===== src/rtl/mux_4_1_arbiter.sv =====
// Round-robin arbiter for four requesters sharing one output path.
// It drives the mux select and registers the selected word, and a burst limit keeps one owner from holding the path.
module mux_4_1_arbiter #(
  parameter int BITS_NUM  = 2,
  parameter int MAX_BURST = 4
) (
  input  logic                CLK,
  input  logic                RST_N,
  input  logic [3:0]          REQ,
  input  logic [BITS_NUM-1:0] A,
  input  logic [BITS_NUM-1:0] B,
  input  logic [BITS_NUM-1:0] C,
  input  logic [BITS_NUM-1:0] D,
  output logic [3:0]          GNT,
  output logic [1:0]          SEL,
  output logic [BITS_NUM-1:0] Q,
  output logic                Q_VALID,
  output logic                BUSY
);

  localparam logic [0:0] ST_IDLE = 1'b0;
  localparam logic [0:0] ST_OWN  = 1'b1;
  localparam logic [7:0] BURST_LIM = 8'(MAX_BURST);

  logic [0:0]          state, nxt_state;
  logic [1:0]          ptr, nxt_ptr;
  logic [7:0]          cnt, nxt_cnt, cnt_inc;
  logic [1:0]          nxt_sel;
  logic [3:0]          nxt_gnt;
  logic [3:0]          others;
  logic [2:0]          pick_idle, pick_next;
  logic                xfer;
  logic [BITS_NUM-1:0] mux_word;

  // Returns {found, index}; the lowest offset from start wins, so scan from the far end.
  function automatic logic [2:0] rr_pick(input logic [3:0] req, input logic [1:0] start);
    logic [2:0] res;
    logic [1:0] idx;
    res = 3'b000;
    for (int k = 3; k >= 0; k--) begin
      idx = start + 2'(k);
      if (req[idx]) res = {1'b1, idx};
    end
    return res;
  endfunction

  function automatic logic [3:0] onehot(input logic [1:0] i);
    return 4'b0001 << i;
  endfunction

  always_comb begin
    xfer      = (state == ST_OWN) && REQ[SEL];
    others    = REQ & ~onehot(SEL);
    pick_idle = rr_pick(REQ, ptr);
    pick_next = rr_pick(others, SEL + 2'd1);
    cnt_inc   = cnt + 8'd1;

    nxt_state = state;
    nxt_sel   = SEL;
    nxt_gnt   = GNT;
    nxt_ptr   = ptr;
    nxt_cnt   = cnt;

    case (state)
      ST_IDLE: begin
        if (|REQ) begin
          nxt_state = ST_OWN;
          nxt_sel   = pick_idle[1:0];
          nxt_gnt   = onehot(pick_idle[1:0]);
          nxt_ptr   = pick_idle[1:0] + 2'd1;
          nxt_cnt   = 8'd0;
        end
      end
      default: begin
        if (!xfer) begin
          nxt_cnt = 8'd0;
          if (pick_next[2]) begin
            nxt_sel = pick_next[1:0];
            nxt_gnt = onehot(pick_next[1:0]);
            nxt_ptr = pick_next[1:0] + 2'd1;
          end else begin
            nxt_state = ST_IDLE;
            nxt_gnt   = 4'b0000;
          end
        end else if (cnt_inc == BURST_LIM) begin
          // Burst exhausted: hand over if anyone else waits, otherwise keep streaming.
          nxt_cnt = 8'd0;
          if (pick_next[2]) begin
            nxt_sel = pick_next[1:0];
            nxt_gnt = onehot(pick_next[1:0]);
            nxt_ptr = pick_next[1:0] + 2'd1;
          end
        end else begin
          nxt_cnt = cnt_inc;
        end
      end
    endcase
  end

  always_comb begin
    case (SEL)
      2'd0:    mux_word = A;
      2'd1:    mux_word = B;
      2'd2:    mux_word = C;
      default: mux_word = D;
    endcase
  end

  always_ff @(posedge CLK or negedge RST_N) begin
    if (!RST_N) begin
      state   <= ST_IDLE;
      SEL     <= 2'd0;
      GNT     <= 4'b0000;
      ptr     <= 2'd0;
      cnt     <= 8'd0;
      Q       <= '0;
      Q_VALID <= 1'b0;
    end else begin
      state   <= nxt_state;
      SEL     <= nxt_sel;
      GNT     <= nxt_gnt;
      ptr     <= nxt_ptr;
      cnt     <= nxt_cnt;
      Q_VALID <= xfer;
      if (xfer) Q <= mux_word;
    end
  end

  assign BUSY = (state == ST_OWN);

endmodule


===== config.mk =====
export PLATFORM = sky130hd
export DESIGN_NAME = mux_4_1_arbiter
export DESIGN_NICKNAME = d
export VERILOG_FILES = /design/src/rtl/mux_4_1_arbiter.sv
export SDC_FILE = /design/constraint.sdc
export NUM_CORES = 1
export LEC_CHECK = 0
export CORE_ASPECT_RATIO = 1.4
export CORE_MARGIN = 1
export CORE_UTILIZATION = 56
export DETAILED_ROUTE_END_ITERATION = 12
export HOLD_SLACK_MARGIN = 0.15
export PLACE_DENSITY = 0.85
export SLEW_MARGIN = 5
export SYNTH_ARGS = -nofsm -noshare
export SYNTH_HDL_FRONTEND = slang
export SYNTH_SLANG_ARGS = --single-unit

===== constraint.sdc =====
create_clock -name CLK -period 5.8 [get_ports CLK]
set_input_delay 0.58 -clock CLK [delete_from_list [all_inputs] [get_ports CLK]]
set_output_delay 0.58 -clock CLK [all_outputs]
set_load 0.01 [all_outputs]

==> run summary <==
I/O Buffers = 23
Placed Instance Area = 1650 um^2
CTS root buffer = clkbuf_4
Synth area leaders = dfrtp_1, ha_1, a21oi_1, o21ai_0, nand2_1
Avg Vias per Cell = 6.35
largest net degree at the start of global routing = 21
Pleak = 0.732 nW
share of cells above drive strength 1 = 11.5%
Inserted Diodes = 0
Row Count = 21
total track usage = 27.6%
CP Class = primary input to flip-flop
grt total ovfl = 0
Logic pwr share = 55.8%
Setup-failing EPs final = 0
hpwl dp = 2490 um
die width = 44.5 um
initial core utilization = 59.3%
PostCTS Resize Cnt = 0
WL final = 3320 um
sw frac = 41.5%
final instance area = 1700 um^2
M1 GR Usage = 32.0%
worst-margin pin slew = 0.878 ns
PD cells = 478 nW/um^2
Chip Height = 61.5 um
CP endpoint kind = flip-flop
CTS clk-pin slew, worst paths = 0.12 ns
Worst Setup Start Kind = primary input
Mapped Cells = 153
TritonCTS Buffers = 3
Yosys cell types = 55
max cap viols = 0
sequential share of the synthesized area = 35.3%
hold_buf cts = 0
Synth top cells by count = dfrtp_1, a21oi_1, nand2_1, o21ai_0, inv_1
Die Area = 2740 um^2
Worst VDD drop = 305 uV
sequential share of power = 30.1%
setup TNS = 0 ns
Final Max Slew Viols = 0
worst-skew pair later-pin latency = 0.31 ns
total number of vias = 1320
filler cell count = 182
Layout area overhead = 19.9%
post-synth top area cell = dfrtp_1
Net Switching = 0.000337 W
Slew HR = 41.3%
run status = completed
ys flop type = dfrtp_1
grt met3 use = 4.69%
final hold viol count = 0
Crit Path Max Fanout = 11
H-tree depth = 1
post-CTS setup buffer count = 0
initial DRC count = 40
Mean Syn Cell Area = 9.27 um^2
Yosys reg bits = 20
Yosys warning total = 0
Synth async-reset ratio = 100%
CP Data Required Time = 6.06 ns
CTS Sinks = 20
TritonCTS clock tree = yes
Hold Path Class = flip-flop to flip-flop
skew final = 0.0105 ns
drc violations = 0
Syn Nets = 173
routability cong. = 0.890
post-route minimum period = 2.84 ns
met2 track utilization from global routing = 47.7%
count leader, synth = dfrtp_1
DRT antenna net count = 0
Netlist Area Pre-Place = 1420 um^2
Post-synth EDFFs = 0
Routed WL per cell = 16.0 um
RSZ-0062 raised after global routing = no
Data arrival, critical path = 3.10 ns
vias in the first global route = 1277
antenna violations before repair = 0
core area = 2390 um^2
top-area cell type share of the netlist area = 35.3%
num ports = 24
P_int = 0.000475 W
grt peak-use layer = met2
clock power share = 14.1%
first-pass GRT wire length = 5620 um
Final Cycle Share = 48.9%
Nets = 195
Bufs on Longest Clock Path = 2
fmax = 352 MHz
DR pass1 iterations = 4
## per-layer routing
metal	wire length, um	up-vias
li1	-	622
met1	1300	637
met2	1770	46
met3	134	15
met4	111	0
met5	0	-
## cell type report
cell class	count	area, um^2	area share [%]
timing repair buffer	24	238	14.0
clock buffer	3	22.5	1.32
inverter	10	37.5	2.21
multi-input combinational	116	830	48.8
clock inverter	1	30.0	1.77
tap	34	42.5	2.50
sequential	20	500	29.4
## sequential cells by signal, indices dropped and copies added, names as in the netlist
name,count
GNT,4
cnt,8
Q,2
ptr,2
BUSY,1
Q_VALID,1
SEL,2
## critical path, stage by stage
cell	delay, ns
clkdlybuf4s50_1	0.57
mux4_2	0.54
nand2_1	0.31
inv_2	0.17
a221o_2	0.46
and4bb_1	0.32
a221o_1	0.13
## power groups by stage
stage	registers, W	clock network (W)	logic [W]
global placement	0.000243	0	0.000425
CTS	0.000244	0.000116	0.000447
global route	0.000252	0.000122	0.000497
finish	0.000245	0.000115	0.000453
floorplan	0.000238	0	0.000314
detailed placement	0.000246	0	0.000445
## cells by family after synthesis
group,Yosys count,synth area share [%]
compound gates,57,29.0
simple gates,47,19.1
flops,20,35.3
buf+inv,17,6.18
fa+ha+maj,6,5.30
mux,4,3.88
xor+xnor,2,1.24
## worst paths after layout
path / start / to / slack [ns] / depth (start not counted)
max: REQ[0] / ptr[1]$_DFFE_PN0P_ / 2.96 / 7
min: GNT[0]$_DFFE_PN0P_ / GNT[0]$_DFFE_PN0P_ / 0.50 / 2
max reg2reg: SEL[0]$_DFFE_PN0P_ / ptr[1]$_DFFE_PN0P_ / 3.14 / 7
min reg2reg: GNT[0]$_DFFE_PN0P_ / GNT[0]$_DFFE_PN0P_ / 0.50 / 2
max in group asynchronous: RST_N / SEL[0]$_DFFE_PN0P_ / 4.50 / 1
min in group asynchronous: RST_N / cnt[5]$_DFFE_PN0P_ / 0.75 / 1
## cell usage in the layout (no fill, tap or decap), types with 2 or more instances in the layout
| cell | instances |
|---|---|
| a21oi_1 | 12 |
| clkdlybuf4s50_1 | 23 |
| a31oi_1 | 2 |
| o22a_2 | 2 |
| ha_1 | 6 |
| o31ai_1 | 3 |
| nor3b_1 | 4 |
| nor2b_1 | 3 |
| clkbuf_4 | 3 |
| o2bb2ai_1 | 2 |
| a22oi_1 | 2 |
| nand3_1 | 3 |
| nand2_1 | 11 |
| dfrtp_1 | 20 |
| nand4_1 | 2 |
| a31o_2 | 2 |
| a22o_2 | 2 |
| nor2_1 | 7 |
| a222oi_1 | 2 |
| and4_1 | 2 |
| xnor2_1 | 2 |
| o21ai_0 | 11 |
| a21o_2 | 2 |
| mux2_2 | 2 |
| nand2b_1 | 4 |
| inv_1 | 9 |
| and3_1 | 2 |
## metrics by stage
| step | std cells | setup slack [ns] | hold WS (ns) | utilization (%) | total power (W) |
|---|---|---|---|---|---|
| final | 208 | 2.96 | 0.495 | 71.1 | 0.000813 |
| after global routing | 208 | 2.82 | 0.544 | 71.1 | 0.000871 |
| after CTS | 208 | 3.03 | 0.501 | 71.1 | 0.000807 |
| after detailed placement | 204 | 2.72 | 0.472 | 68.9 | 0.000691 |
| after global placement | 204 | 2.82 | 0.464 | 68.9 | 0.000668 |
| after floorplan | 153 | 3.45 | 0.284 | - | 0.000552 |
(Power assumes the default switching activity.)
